### src/rtl/mdr_pkg.sv
// Shared op codes and FSM state encoding for the memory data register controller.
package mdr_pkg;

    typedef enum logic [1:0] {
        MDR_NOP  = 2'b00,
        MDR_LDR  = 2'b01,
        MDR_STR  = 2'b10,
        MDR_LDRB = 2'b11
    } mdr_op_e;

    typedef enum logic [1:0] {
        IDLE = 2'b00,
        REQ  = 2'b01,
        DONE = 2'b10,
        ERR  = 2'b11
    } mdr_state_e;

endpackage

### src/rtl/mdr_load_fmt.sv
// Load-data formatter: word passthrough, or byte select with zero/sign extension.
module mdr_load_fmt
    import mdr_pkg::*;
#(
    parameter int unsigned DATA_W = 16
) (
    input  logic [DATA_W-1:0] rdata,
    input  mdr_op_e           op,
    input  logic              sext,
    input  logic              addr_lsb,
    output logic [DATA_W-1:0] ldata
);

    logic [7:0] byte_sel;

    always_comb begin
        byte_sel = addr_lsb ? rdata[15:8] : rdata[7:0];
        ldata    = rdata;
        if (op == MDR_LDRB) begin
            ldata = {{(DATA_W - 8){sext & byte_sel[7]}}, byte_sel};
        end
    end

endmodule

### src/rtl/mdr_ctrl.sv
// Memory data register: accepts load/store ops, runs a req/ack RAM access
// with optional timeout, and holds the last load result.
module mdr_ctrl
    import mdr_pkg::*;
#(
    parameter int unsigned       DATA_W  = 16,
    parameter int unsigned       ADDR_W  = 16,
    parameter int unsigned       TIMEOUT = 15,
    parameter logic [DATA_W-1:0] RST_VAL = DATA_W'(1)
) (
    input  logic              clk,
    input  logic              rst,
    input  logic              op_valid,
    input  logic [1:0]        op,
    input  logic              sext,
    input  logic [ADDR_W-1:0] addr_in,
    input  logic [DATA_W-1:0] data_reg2mdr,
    output logic              op_ready,
    output logic [DATA_W-1:0] data_mdr2reg,
    output logic              done,
    output logic              err,
    output logic              ram_req,
    output logic              ram_we,
    output logic [ADDR_W-1:0] ram_addr,
    output logic [DATA_W-1:0] ram_wdata,
    input  logic [DATA_W-1:0] ram_rdata,
    input  logic              ram_ack
);

    localparam int unsigned      CNT_W    = (TIMEOUT == 0) ? 1 : $clog2(TIMEOUT + 1);
    localparam int unsigned      LAST_IDX = (TIMEOUT == 0) ? 0 : TIMEOUT - 1;
    localparam logic [CNT_W-1:0] CNT_LAST = CNT_W'(LAST_IDX);
    localparam logic [CNT_W-1:0] CNT_MAX  = '1;

    mdr_state_e        state_q, state_d;
    mdr_op_e           op_q, op_d;
    mdr_op_e           op_in;
    logic              sext_q, sext_d;
    logic [CNT_W-1:0]  cnt_q, cnt_d;
    logic [DATA_W-1:0] data_q, data_d;
    logic [ADDR_W-1:0] addr_q, addr_d;
    logic [DATA_W-1:0] wdata_q, wdata_d;
    logic              ready_q, ready_d;
    logic              req_q, req_d;
    logic              we_q, we_d;
    logic              done_q, done_d;
    logic              err_q, err_d;
    logic [DATA_W-1:0] ldata;

    assign op_in = mdr_op_e'(op);

    mdr_load_fmt #(
        .DATA_W (DATA_W)
    ) u_load_fmt (
        .rdata    (ram_rdata),
        .op       (op_q),
        .sext     (sext_q),
        .addr_lsb (addr_q[0]),
        .ldata    (ldata)
    );

    // Next state and registered-output decode (outputs follow the next state).
    always_comb begin
        state_d = state_q;
        op_d    = op_q;
        sext_d  = sext_q;
        cnt_d   = cnt_q;
        data_d  = data_q;
        addr_d  = addr_q;
        wdata_d = wdata_q;

        case (state_q)
            IDLE: begin
                if (op_valid && (op_in != MDR_NOP)) begin
                    op_d    = op_in;
                    sext_d  = sext;
                    addr_d  = addr_in;
                    cnt_d   = '0;
                    state_d = REQ;
                    if (op_in == MDR_STR) begin
                        wdata_d = data_reg2mdr;
                    end
                end
            end
            REQ: begin
                if (ram_ack) begin
                    if (op_q != MDR_STR) begin
                        data_d = ldata;
                    end
                    state_d = DONE;
                end else if ((TIMEOUT != 0) && (cnt_q == CNT_LAST)) begin
                    state_d = ERR;
                end else if (cnt_q != CNT_MAX) begin
                    cnt_d = cnt_q + CNT_W'(1);
                end
            end
            DONE:    state_d = IDLE;
            ERR:     state_d = IDLE;
            default: state_d = IDLE;
        endcase

        ready_d = (state_d == IDLE);
        req_d   = (state_d == REQ);
        we_d    = (state_d == REQ) && (op_d == MDR_STR);
        done_d  = (state_d == DONE);
        err_d   = (state_d == ERR);
    end

    always_ff @(posedge clk or negedge rst) begin
        if (!rst) begin
            state_q <= IDLE;
            op_q    <= MDR_NOP;
            sext_q  <= 1'b0;
            cnt_q   <= '0;
            data_q  <= RST_VAL;
            addr_q  <= '0;
            wdata_q <= '0;
            ready_q <= 1'b1;
            req_q   <= 1'b0;
            we_q    <= 1'b0;
            done_q  <= 1'b0;
            err_q   <= 1'b0;
        end else begin
            state_q <= state_d;
            op_q    <= op_d;
            sext_q  <= sext_d;
            cnt_q   <= cnt_d;
            data_q  <= data_d;
            addr_q  <= addr_d;
            wdata_q <= wdata_d;
            ready_q <= ready_d;
            req_q   <= req_d;
            we_q    <= we_d;
            done_q  <= done_d;
            err_q   <= err_d;
        end
    end

    assign op_ready     = ready_q;
    assign data_mdr2reg = data_q;
    assign done         = done_q;
    assign err          = err_q;
    assign ram_req      = req_q;
    assign ram_we       = we_q;
    assign ram_addr     = addr_q;
    assign ram_wdata    = wdata_q;

endmodule

### config.mk
export PLATFORM = sky130hd
export DESIGN_NAME = mdr_ctrl
export DESIGN_NICKNAME = d
export VERILOG_FILES = /design/src/rtl/mdr_pkg.sv /design/src/rtl/mdr_load_fmt.sv /design/src/rtl/mdr_ctrl.sv
export SDC_FILE = /design/constraint.sdc
export NUM_CORES = 1
export LEC_CHECK = 0
export CAP_MARGIN = 20
export CELL_PAD_IN_SITES_DETAIL_PLACEMENT = 1
export CELL_PAD_IN_SITES_GLOBAL_PLACEMENT = 1
export CORE_UTILIZATION = 33
export DETAILED_ROUTE_END_ITERATION = 7
export PLACE_DENSITY = 0.92
export SLEW_MARGIN = 20
export SYNTH_ARGS = -nofsm -noshare
export SYNTH_HDL_FRONTEND = slang
export SYNTH_HIERARCHICAL = 1
export SYNTH_SLANG_ARGS = --single-unit
### constraint.sdc
create_clock -name clk -period 1.93 [get_ports clk]
set_input_delay 0.386 -clock clk [delete_from_list [all_inputs] [get_ports clk]]
set_output_delay 0.386 -clock clk [all_outputs]
set_load 0.02 [all_outputs]
==> flow_metrics.tcl, run 1 <==
set metrics [dict create \
    status "finished clean" \
    r2r_cells 5 \
    clkSlewWorstSetupHoldPaths_ns 0.07 \
    die_w_um 91.4 \
    clockBufferDepth 2 \
    ant_nets 0 \
    initial_core_util_pct 34.1 \
    die_h_um 91.4 \
    io_pins 108 \
    layout.cells.non_filler 440 \
    maxSlewHeadroom_pct 66.1 \
    synth_top_cell_area_share_pct 56.9 \
    areaGrowthSynthToFinish_pct 57.0 \
    layout_commonest_cell "clkdlybuf4s50_1" \
    worstPathCellList "clkdlybuf4s50_1" \
    top_layer "met4" \
    syn-cell-area_mm2 0.00264 \
    yosys.area_share.adder_pct 0.949 \
    swShare_pct 32.9 \
    final.setup.tns_ns 0 \
    die_area_mm2 0.00835 \
    fmax_mhz 547 \
    cp-start-kind "flip-flop" \
    dp.cells 423 \
    synth-compound-area-share_pct 6.93 \
    ys_types 36 \
    ys_seq_area_share_pct 58.9 \
    yosys.area_share.simple_pct 12.0 \
    leakage_nw 1.85 \
    fillers 817 \
    combPwrFrac_pct 40.0 \
    grt_max_degree 46 \
    p_int_mw 3.63 \
    crit_slowest_cell "clkdlybuf4s50_1" \
    dp_hpwl_um 5110 \
    path_depth 1 \
    synthTopCellsByArea "dfrtp_1, mux2_2, nand2_1" \
    coreArea_mm2 0.00773 \
    vias 2072 \
    power.density_mw_per_mm2 1310 \
    synth_nets 267 \
    drv_cap 0 \
    synthCells 210 \
    final.setup_skew_ns 0.00664 \
    overflow 0 \
    antenna_found_initial 0 \
    p_sw_mw 1.78 \
    num_rows 32 \
    reg2reg_to "cnt_q[3]" \
    cts_root_buffer "clkbuf_8" \
    layout_common_cells "clkdlybuf4s50_1, dfrtp_1, nand2_1" \
    hold_class "reg -> reg" \
    whs_ns 0.482 \
    avgViaCountPerCell 4.71 \
    max_stage_delay_ns 0.59 \
    ys_warn_count 6 \
    synthXorXnorAreaFrac_pct 0 \
    place_congestion 0.674 \
    crit_buf_inv 1 \
    n_antenna_cell 0 \
    period_needed_ns 1.83 \
    final_max_slew_viol_count 0 \
    synth_top_family_by_area "multiplexers" \
    path_delay_family "buffers and inverters" \
    drt_iter0_drc 60 \
    wirelength_um 6900 \
    layout.nets 390 \
    grt_pass1_vias 2328 \
    synth_seq_cells 62 \
    pwr-share-clk_pct 23.1 \
    cts_max_level 3 \
    regToRegStartpoint "cnt_q[1]" \
    route.met2.wl_um 3580 \
    sequentialPowerShare_pct 37.0 \
    synth_area_per_cell_um2 12.6 \
    critPathKind "reg -> out" \
    cp.required_ns 1.54 \
    finalHoldViolations 0 \
    total_power_mw 5.42 \
    endpoint "data_mdr2reg[0]" \
    setup_viol 0 \
    grt_pass1_wl_um 11700 \
    numCtsBuffers 9 \
    port_buffers 107 \
    fin_crit_sh_pct 94.7 \
    wire_per_inst_um 15.7 \
    post_cts_buffers 0 \
    ff2ff_setup_slack_ns 0.17 \
    end_kind "output pin" \
    cts_tree "done" \
    rsz0062_at_grt "false" \
    first_pass_iters 4 \
    tightestPinTransition_ns 0.499 \
    synthMuxAreaShare_pct 19.1 \
    placed_area_mm2 0.00391 \
    clock_sinks 62 \
    clk_latency_ns 0.33 \
    drc 0 \
    critPathArrivalTime_ns 1.44 \
    vdd.ir_drop.worst_v 0.000517 \
    synth.largest_area_cell "dfrtp_1" \
    critPathMaxFanout 2 \
    drive_gt1_share_pct 21.9 \
    startpoint "data_mdr2reg[0]" \
    stdcell_area_mm2 0.00414 \
    dr_wl_met3_um 379 \
    drt-met1-wl_um 2830 \
    track_usage_pct 18.3 \
]
[final cells by class]
type | instances | area, um^2 | share of cell area [%]
timing repair buffer | 118 | 1190 | 28.8
inverter | 5 | 18.8 | 0.453
multi-input combinational | 137 | 1030 | 25.0
clock inverter | 4 | 70.1 | 1.69
tap | 102 | 128 | 3.08
sequential | 62 | 1550 | 37.5
clock buffer | 12 | 145 | 3.51
[power groups by stage]
stage	Clock, mW	Sequential (mW)	Combinational, mW
6_report	1.25	2.00	2.17
4_1_cts	1.28	2.01	2.20
3_3_place_gp	0	1.99	2.12
3_5_place_dp	0	2.03	2.19
2_1_floorplan	0	2.47	0.587
5_1_grt	1.32	2.06	2.32
[routing by layer]
metal / vias to the layer above / global-route usage, %
met3: 11 / 4.44
met2: 73 / 31.4
met4: 0 / 7.94
met5: - / 0
li1: 975 / -
met1: 1013 / 21.6
[kinds of logic after synthesis]
logic type                 after synthesis
buffers and inverters                   11
and+or+nand+nor                         70
adders and majority gates                2
AOI/OAI and AO/OA                       23
DFF                                     62
muxes                                   42
[Yosys cell counts, drive strengths merged]
cell      n
a211oi    1
inv       5
or2       1
a21oi     2
nor2      3
o2bb2ai   8
nor3b     1
nor4b     1
dfstp     2
o31ai     1
a31oi     1
a22o      1
nor2b     1
nand2b    1
o21ai     4
clkbuf    1
nand3     3
nand3b    1
mux2     40
buf       5
a21o      1
nand2    54
nor3      2
ha        2
dfrtp    60
o221ai    1
o21a      2
or3       2
a41oi     1
mux2i     2
[registers in the layout (all words and copies together), names as in the netlist]
register / count
data_mdr2reg: 16
ram_addr: 16
ram_wdata: 16
cnt_q: 4
op_q: 2
state_q: 2
done: 1
err: 1
op_ready: 1
ram_req: 1
ram_we: 1
sext_q: 1
[stage by stage]
stage / worst slack, ns / util, %
after detailed placement: -0.0705 / 50.6
after floorplan: 0.261 / -
after global routing: 0.0295 / 53.6
after global placement: 0.0542 / 50.6
final: 0.102 / 53.6
after CTS: 0.0292 / 53.5
[worst min path at each step]
stage	slack, ns	start	to	cells past startpoint
2_1_floorplan	0.09	rst	cnt_q[0]	0
3_3_place_gp	0.35	rst	cnt_q[1]	1
3_5_place_dp	0.36	rst	cnt_q[2]	1
4_1_cts	0.49	ram_addr[14]	ram_addr[14]	2
5_1_grt	0.51	ram_addr[12]	ram_addr[12]	2
6_report	0.48	ram_addr[4]	ram_addr[4]	2
[what timing repair did]
action                                 CTS  global route
endpoints found under the hold margin    3             0
resized for setup                        0             2
hold buffers                             1             0
setup endpoints to repair                0             3
(Power assumes the default switching activity.)
==> inputs of run 2 (changes only) <==
--- a/config.mk
+++ b/config.mk
@@ -12,3 +12,3 @@
 export DETAILED_ROUTE_END_ITERATION = 7
-export PLACE_DENSITY = 0.92
+export PLACE_DENSITY_LB_ADDON = 0.1
 export SLEW_MARGIN = 20
==> constraint.sdc (replaced) <==
create_clock -name clk -period 2.1 [get_ports clk]
set_input_delay 0.315 -clock clk [delete_from_list [all_inputs] [get_ports clk]]
set_output_delay 0.315 -clock clk [all_outputs]
set_load 0.02 [all_outputs]
==> flow_metrics.tcl, run 2 (same netlist as run 1, synthesis figures left out) <==
set metrics [dict create \
    vdd.ir_drop.worst_v 0.000443 \
    grt_max_degree 63 \
    final_max_slew_viol_count 0 \
    critPathMaxFanout 8 \
    cts_tree "done" \
    status "finished clean" \
    areaGrowthSynthToFinish_pct 54.1 \
    layout.nets 385 \
    grt_pass1_wl_um 10900 \
    ff2ff_setup_slack_ns 0.24 \
    hold_start "ram_addr[10]" \
    worstPathCellList "inv_1 > ha_1 > a31oi_1 > o221ai_1 > or3_1 > a21oi_1" \
    drv_cap 0 \
    wire_per_inst_um 15.0 \
    final.setup_skew_ns 0.0108 \
    track_usage_pct 16.8 \
    ctsHoldBuffers 1 \
    critPathArrivalTime_ns 2.12 \
    final.setup.tns_ns 0 \
    crit_buf_inv 1 \
    cp-start-kind "flip-flop" \
    placed_area_mm2 0.00386 \
    period_needed_ns 1.86 \
    drc 0 \
    seqCellArea_mm2 0.00155 \
    leakage_nw 1.79 \
    tightestPinTransition_ns 0.517 \
    coreArea_mm2 0.00773 \
    ant_nets 0 \
    vias 2018 \
    clock_sinks 62 \
    place_congestion 0.839 \
    worstHoldEndpoint "ram_addr[10]" \
    clockBufferDepth 2 \
    path_delay_family "compound AO/OA/AOI/OAI gates" \
    hold_class "reg -> reg" \
    end_kind "flip-flop" \
    reg2reg_to "cnt_q[3]" \
    numCtsBuffers 9 \
    n_antenna_cell 0 \
    power.density_mw_per_mm2 1190 \
    io_pins 108 \
    num_rows 32 \
    fin_crit_sh_pct 88.7 \
    cts_root_buffer "clkbuf_8" \
    die_area_mm2 0.00835 \
    postCtsResizedCells 0 \
    r2r_cells 6 \
    cts_max_level 3 \
    maxSlewHeadroom_pct 65.5 \
    layout_commonest_cell "clkdlybuf4s50_1" \
    regToRegStartpoint "cnt_q[0]" \
    first_pass_iters 4 \
    finalHoldViolations 0 \
    max_stage_delay_ns 0.42 \
    fillers 828 \
    grt_pass1_vias 2147 \
    clk_latency_ns 0.33 \
    drive_gt1_share_pct 21.0 \
    die_h_um 91.4 \
    avgViaCountPerCell 4.64 \
    fmax_mhz 537 \
    die_w_um 91.4 \
    startpoint "cnt_q[0]" \
    critPathKind "reg -> reg" \
    multiInputGateArea_mm2 0.00103 \
    dp_hpwl_um 4620 \
    initial_core_util_pct 34.1 \
    crit_slowest_cell "or3_1" \
    stdcell_area_mm2 0.00406 \
    drt_iter0_drc 62 \
    rsz0062_at_grt "false" \
    overflow 0 \
    clkSlewWorstSetupHoldPaths_ns 0.08 \
    wirelength_um 6520 \
    layout_common_cells "clkdlybuf4s50_1, dfrtp_1, nand2_1" \
    port_buffers 107 \
    setup_viol 0 \
    post_cts_buffers 0 \
    antenna_found_initial 0 \
    min_path_cells 2 \
    cp.required_ns 2.36 \
]
run 2: worst min-delay path: cells and delay by family, from the launching register on:
family	cells	cell delay [ns]
and+or+nand+nor	2	0.10
DFF	1	0.34
run 2: area by class of cell:
type | instances | share of cell area, %
Sequential cell | 62 | 38.2
Tap cell | 102 | 3.14
Inverter | 5 | 0.462
Multi-Input combinational cell | 137 | 25.3
Timing Repair Buffer | 113 | 28.0
Clock buffer | 9 | 3.05
Clock inverter | 7 | 1.82
run 2: report_power, final:
part           internal, mW  total, mW  leakage, nW  switching, mW
combinational          1.04       1.96        0.934          0.926
clock                 0.552       1.05       0.0996          0.494
sequential             1.59       1.82        0.760          0.229
total                  3.18       4.83         1.79           1.65
run 2: per-stage QoR:
stage                     util [%]  instances  hold WS [ns]  worst slack, ns  power, mW
after detailed placement      49.9        418         0.359            0.119       3.83
after global placement        49.9        418         0.355            0.190       3.78
after global routing          52.6        435         0.508           0.0788       5.10
after floorplan                  -        210        0.0194            0.431       2.81
after CTS                     52.6        435         0.479            0.202       4.90
final                         52.6        435         0.475            0.238       4.83
run 2: per-layer routing:
layer	wire (um)	part of all wire (%)	track usage [%]
met4	53	0.81	5.95
met1	3020	46	22.0
met2	3020	46	26.7
met3	428	6.6	4.61
met5	0	0	0
run 2: worst max path at each step:
| stage | endpoint | slack [ns] | cells past startpoint |
|---|---|---|---|
| 2_1_floorplan | cnt_q[3] | 0.43 | 6 |
| 3_3_place_gp | cnt_q[3] | 0.19 | 5 |
| 3_5_place_dp | cnt_q[3] | 0.12 | 5 |
| 4_1_cts | cnt_q[3] | 0.20 | 6 |
| 5_1_grt | cnt_q[3] | 0.08 | 6 |
| 6_report | cnt_q[3] | 0.24 | 6 |
==> edit 1, RTL diff (flow settings as in run 2) <==
Make the reset (`rst`) synchronous in one clocked block.
--- a/src/rtl/mdr_ctrl.sv
+++ b/src/rtl/mdr_ctrl.sv
@@ -108,3 +108,3 @@
 
-    always_ff @(posedge clk or negedge rst) begin
+    always_ff @(posedge clk) begin
         if (!rst) begin
Formal check against the unedited RTL: differs if rst is asserted again (counterexample within 4 cycles, from zero or initial values and one cycle with rst low); with rst held inactive, the same outputs for 10 cycles.
==> edit 1 against run 2 <==
The run now ends with DRC left; cell area rose by 0.89%; final cell count up 19%; non-clock buffer count is 1 higher; routed wire length is 19% higher; synthesized area grew 5.3%; critical endpoint is now ram_addr[0]; critical path type is now flop to output port; sequential share of layout area is 8.0 points lower; sequential cell count did not move; die area up 5.2%; setup slack gained 0.093 ns.
Power is not compared: it rests on default switching activity, and its combinational part moved more than twofold at a synthesized area within 25%.
==> edit 1: results (changes against run 2) <==
[run_status]
status = finished, violations left
violations = DRC

[cells_and_area]
clk_share_pct = 4.88  ; +0.018 points
antennaDiodeCount = 0  ; unchanged
nFlopsAndLatches = 62  ; unchanged
multi_input_area_mm2 = 0.00139  ; +36%
seq_area_mm2 = 0.00124  ; -20%
nonClockInverterCount = 4  ; -1
fin_nets = 465  ; +21%
drive_gt1_share_pct = 14.0  ; -7.0 points
num-clock-buffers = 12  ; +3
buf_share_pct = 27.3  ; -0.74 points

[drt]
wl_per_cell_um = 15.0  ; about the same
routed_via_density = 4.80  ; +3.5%
wl_met3_um = 283  ; -34%
drtPass1Iterations = 6  ; +2
met2_length_mm = 3.87  ; +28%
drc_errors = 4  ; +4
wl_met1_mm = 3.46  ; +15%

[synth]
synth-seq-area-share_pct = 44.7  ; -14 points
synth_area_leaders = dfxtp_1, nand2_1, a21boi_0, mux2_4, a21boi_2
synth.distinct_cells = 41  ; +14%
muxShareOfSynthArea_pct = 5.90  ; -13 points
synth_commonest_cells = nand2_1, dfxtp_1, a21boi_0
ys_async_sr_fraction_pct = 0  ; -100 points
synth_compound_gate_area_share_pct = 22.9  ; +16 points
synthAdderAreaFrac_pct = 0.901  ; -0.047 points

[global_routing]
use_met2_pct = 32.8  ; +6.2 points
grt_util_all_layers_pct = 18.7  ; +1.9 points
first_global_vias = 2694  ; +25%
grt_pass1_wl_mm = 12.8  ; +17%
grt_max_degree = 43  ; -32%
grtUsageMet1_pct = 21.9  ; -0.16 points
met3_usage_pct = 3.72  ; -0.88 points

[setup_path]
critPathMaxStageDelay_ns = 0.67  ; +0.25 ns
r2r_start = cnt_q[0]
endpoint = ram_addr[0]
crit_path_max_fanout = 4  ; -4
crit_arrival_ns = 1.45  ; -0.67 ns
crit_family = buffers and inverters
r2r_setup_slack_ns = 0.51  ; +0.27 ns
cp-startpoint = ram_addr[0]
worstReg2RegEnd = cnt_q[2]

[placement]
hpwl_mm = 5.48  ; +18%
gp_congestion = 0.783  ; -6.6%

[timing]
skew_ns = 0.00707  ; -0.00371 ns
tightest_slew_ns = 0.729  ; +0.212 ns
hold_ws_ns = 0.458  ; -0.0169 ns

[hold_path]
min_from = ram_addr[15]
hold_end = ram_addr[15]
hold_path_class = flop to flop

[clock_network]
cts_setup_buffers = 0  ; unchanged
numCtsBuffers = 9  ; unchanged
cts_max_level = 3  ; unchanged

edit 1: cell types whose count changed after synthesis, moves of 5 or more:
cell | run 2 | this run
nand3_1 | 2 | 7
dfrtp_1 | 60 | 0
o21ai_0 | 3 | 18
a21boi_2 | 0 | 9
a21boi_1 | 0 | 11
nand2_1 | 54 | 84
nand2_2 | 0 | 9
mux2_2 | 32 | 0
dfxtp_1 | 0 | 62
a21boi_0 | 0 | 30
clkbuf_1 | 1 | 8
edit 1: metrics by stage:
step	instance area (um2)	setup WS, ns	util [%]	cells	total power [mW]
3_5_place_dp	3900	0.115	47.7	502	1.75
6_report	4100	0.331	50.2	518	2.80
3_3_place_gp	3900	0.250	47.7	502	1.75
2_1_floorplan	2780	0.678	-	301	1.52
4_1_cts	4100	0.304	50.2	518	2.84
5_1_grt	4100	0.284	50.2	518	2.93
edit 1: power breakdown:
group          switching, mW  leakage (nW)  internal [mW]
Clock                  0.470         0.106          0.608
Sequential            0.0318         0.505           1.23
Combinational          0.218         0.879          0.247
==> edit 2, RTL diff (flow settings as in run 2) <==
Made on the original files. Change the parameter `TIMEOUT` from 15 to 16.
--- a/src/rtl/mdr_ctrl.sv
+++ b/src/rtl/mdr_ctrl.sv
@@ -7,3 +7,3 @@
     parameter int unsigned       ADDR_W  = 16,
-    parameter int unsigned       TIMEOUT = 15,
+    parameter int unsigned       TIMEOUT = 16,
     parameter logic [DATA_W-1:0] RST_VAL = DATA_W'(1)
Check against the original RTL: no difference found for any inputs over 4 cycles, from zero or initial values and one cycle with rst low; that may be too few to reach the edited logic, so the function may still have changed.
==> edit 2 against run 2 <==
Final cell count is 3.4% lower; cell area rose by 5.1%; setup slack worse by 0.087 ns; routed wire length increased by 7.1%; via count about the same; power increased by 6.2%; sequential share of layout area decreased by 1.3 points; first-iteration DRC count is 18% lower; critical endpoint is now cnt_q[4]; utilization down 0.86 points; worst hold slack better by 0.031 ns; sequential cell count up 1; synthesized area up 7.5%.
==> edit 2: results (changes against run 2) <==
[run_status]
status = completed

[hold_path]
hold_path_class = flop to flop

[flow_run]
max_cap_viol_count = 0  ; unchanged

[drt]
drt_iter0_markers = 51  ; -18%
wl_met3_um = 342  ; -20%
routed.top_layer = met4
met2_length_mm = 3.56  ; +18%
wl_per_cell_um = 16.6  ; +11%
wl_met1_mm = 3.01  ; -0.17%
drtPass1Iterations = 4  ; unchanged
routed_via_density = 4.80  ; +3.5%

[setup_path]
critPathMaxStageDelay_ns = 0.42  ; about the same
crit_family = simple AND/OR/NAND/NOR gates
cp_slowest_cell = or4_1
crit_path_max_fanout = 6  ; -2
crit_arrival_ns = 2.19  ; +0.07 ns

[synth]
synth_commonest_cells = dfrtp_1, mux2_2, mux2_4
ys_async_sr_fraction_pct = 100  ; unchanged
synth_area_leaders = dfrtp_1, mux2_2, mux2_4, o2bb2ai_1, dfstp_2
synth.distinct_cells = 39  ; +8.3%
syn-num-nets = 250  ; -6.4%
synth-seq-area-share_pct = 55.7  ; -3.3 points

[power_and_ir_drop]
power_leakage_nw = 1.78  ; -0.54%
vdd_ir_drop_max_mv = 0.327  ; -26%

[timing]
skew_ns = 0.00868  ; -0.00211 ns
tightest_slew_ns = 0.514  ; -0.00286 ns

[clock_network]
root_buffer = clkbuf_8
numCtsBuffers = 9  ; unchanged
cts_setup_buffers = 0  ; unchanged
clk_latency_ns = 0.33  ; about the same
clk_pin_slew_ns = 0.07
cts_max_level = 3  ; unchanged

[placement]
hpwl_mm = 5.06  ; +9.4%
port_buffers = 107  ; unchanged
place_area_mm2 = 0.00406  ; +5.4%
gp_congestion = 0.715  ; -15%

[global_routing]
antenna_found_initial = 0  ; unchanged
first_global_vias = 2156  ; +0.42%
grt_max_degree = 64  ; +1.6%
grt_pass1_wl_mm = 11.3  ; +3.3%
grt_util_all_layers_pct = 16.7  ; -0.15 points
overflow = 0  ; unchanged

[cells_and_area]
drive_gt1_share_pct = 27.9  ; +6.9 points
antennaDiodeCount = 0  ; unchanged
fin_nets = 369  ; -4.2%

==> edit 2: cell types whose count changed after synthesis, sizes merged, moves of 2 or more <==
cell / before / now
a21oi: 2 / 0
mux2: 40 / 58
nand2: 54 / 6
nand3: 3 / 6
nor2: 3 / 6
o211ai: 0 / 3
o21ai: 4 / 1
o22ai: 0 / 2
or3: 2 / 0
==> edit 2: worst register-to-register path: stages, from the launching register on <==
cell and delay (ns):
dfrtp_1 0.41, ha_1 0.21, and3_1 0.21, ha_1 0.22, or2_1 0.29, or4_1 0.42, o211ai_1 0.11
==> edit 2: worst paths after layout <==
| check | from | depth (start not counted) | slack [ns] | endpoint |
|---|---|---|---|---|
| max | cnt_q[0] | 6 | 0.15 | cnt_q[4] |
| min | ram_wdata[15] | 1 | 0.51 | ram_wdata[15] |
| max reg2reg | cnt_q[0] | 6 | 0.15 | cnt_q[4] |
| min reg2reg | ram_wdata[15] | 1 | 0.51 | ram_wdata[15] |
| max in group asynchronous | rst | 3 | 1.23 | op_ready |
| min in group asynchronous | rst | 3 | 0.54 | ram_addr[8] |
==> edit 2: timing repair <==
item / in CTS / in global routing
hold buffers: 1 / 0
hold endpoints to repair: 7 / 0
gates resized for setup: 0 / 1
endpoints found under the setup margin: 0 / 1
==> edit 2: stage by stage <==
step	cells	setup WS, ns
global placement	404	0.0964
detailed placement	404	0.0762
floorplan	192	0.298
finish	420	0.150
CTS	420	0.0893
global route	420	0.0359
==> edit 2: logic make-up (layout without fill, tap and decap cells) <==
kind of cell | after synthesis | count (layout) | share of synthesized area [%]
multiplexers | 60 | 60 | 26.2
AND/OR/NAND/NOR | 36 | 36 | 8.73
buffers and inverters | 11 | 134 | 2.82
flip-flops | 63 | 63 | 55.7
adder cells (fa/ha/maj) | 3 | 3 | 1.32
AO/OA/AOI/OAI | 19 | 19 | 5.21
==> edit 2: layout make-up <==
class	count	area [um2]
repair buffers	113	1160
well taps	105	131
clock buffers	12	155
multi-input cells	118	1180
clock inverters	3	42.5
inverters	6	22.5
flip-flops and latches	63	1580
fillers	845	3990
==> edit 2: where the power goes <==
part / internal [mW] / switching, mW
combinational: 1.20 / 0.971
sequential: 1.64 / 0.262
clock: 0.605 / 0.453
total: 3.44 / 1.69
==> edit 2: metal layers <==
layer	GRT usage, %	vias up
li1	-	940
met1	22.0	1020
met2	26.8	49
met3	3.38	7
met4	6.44	0
met5	0	-
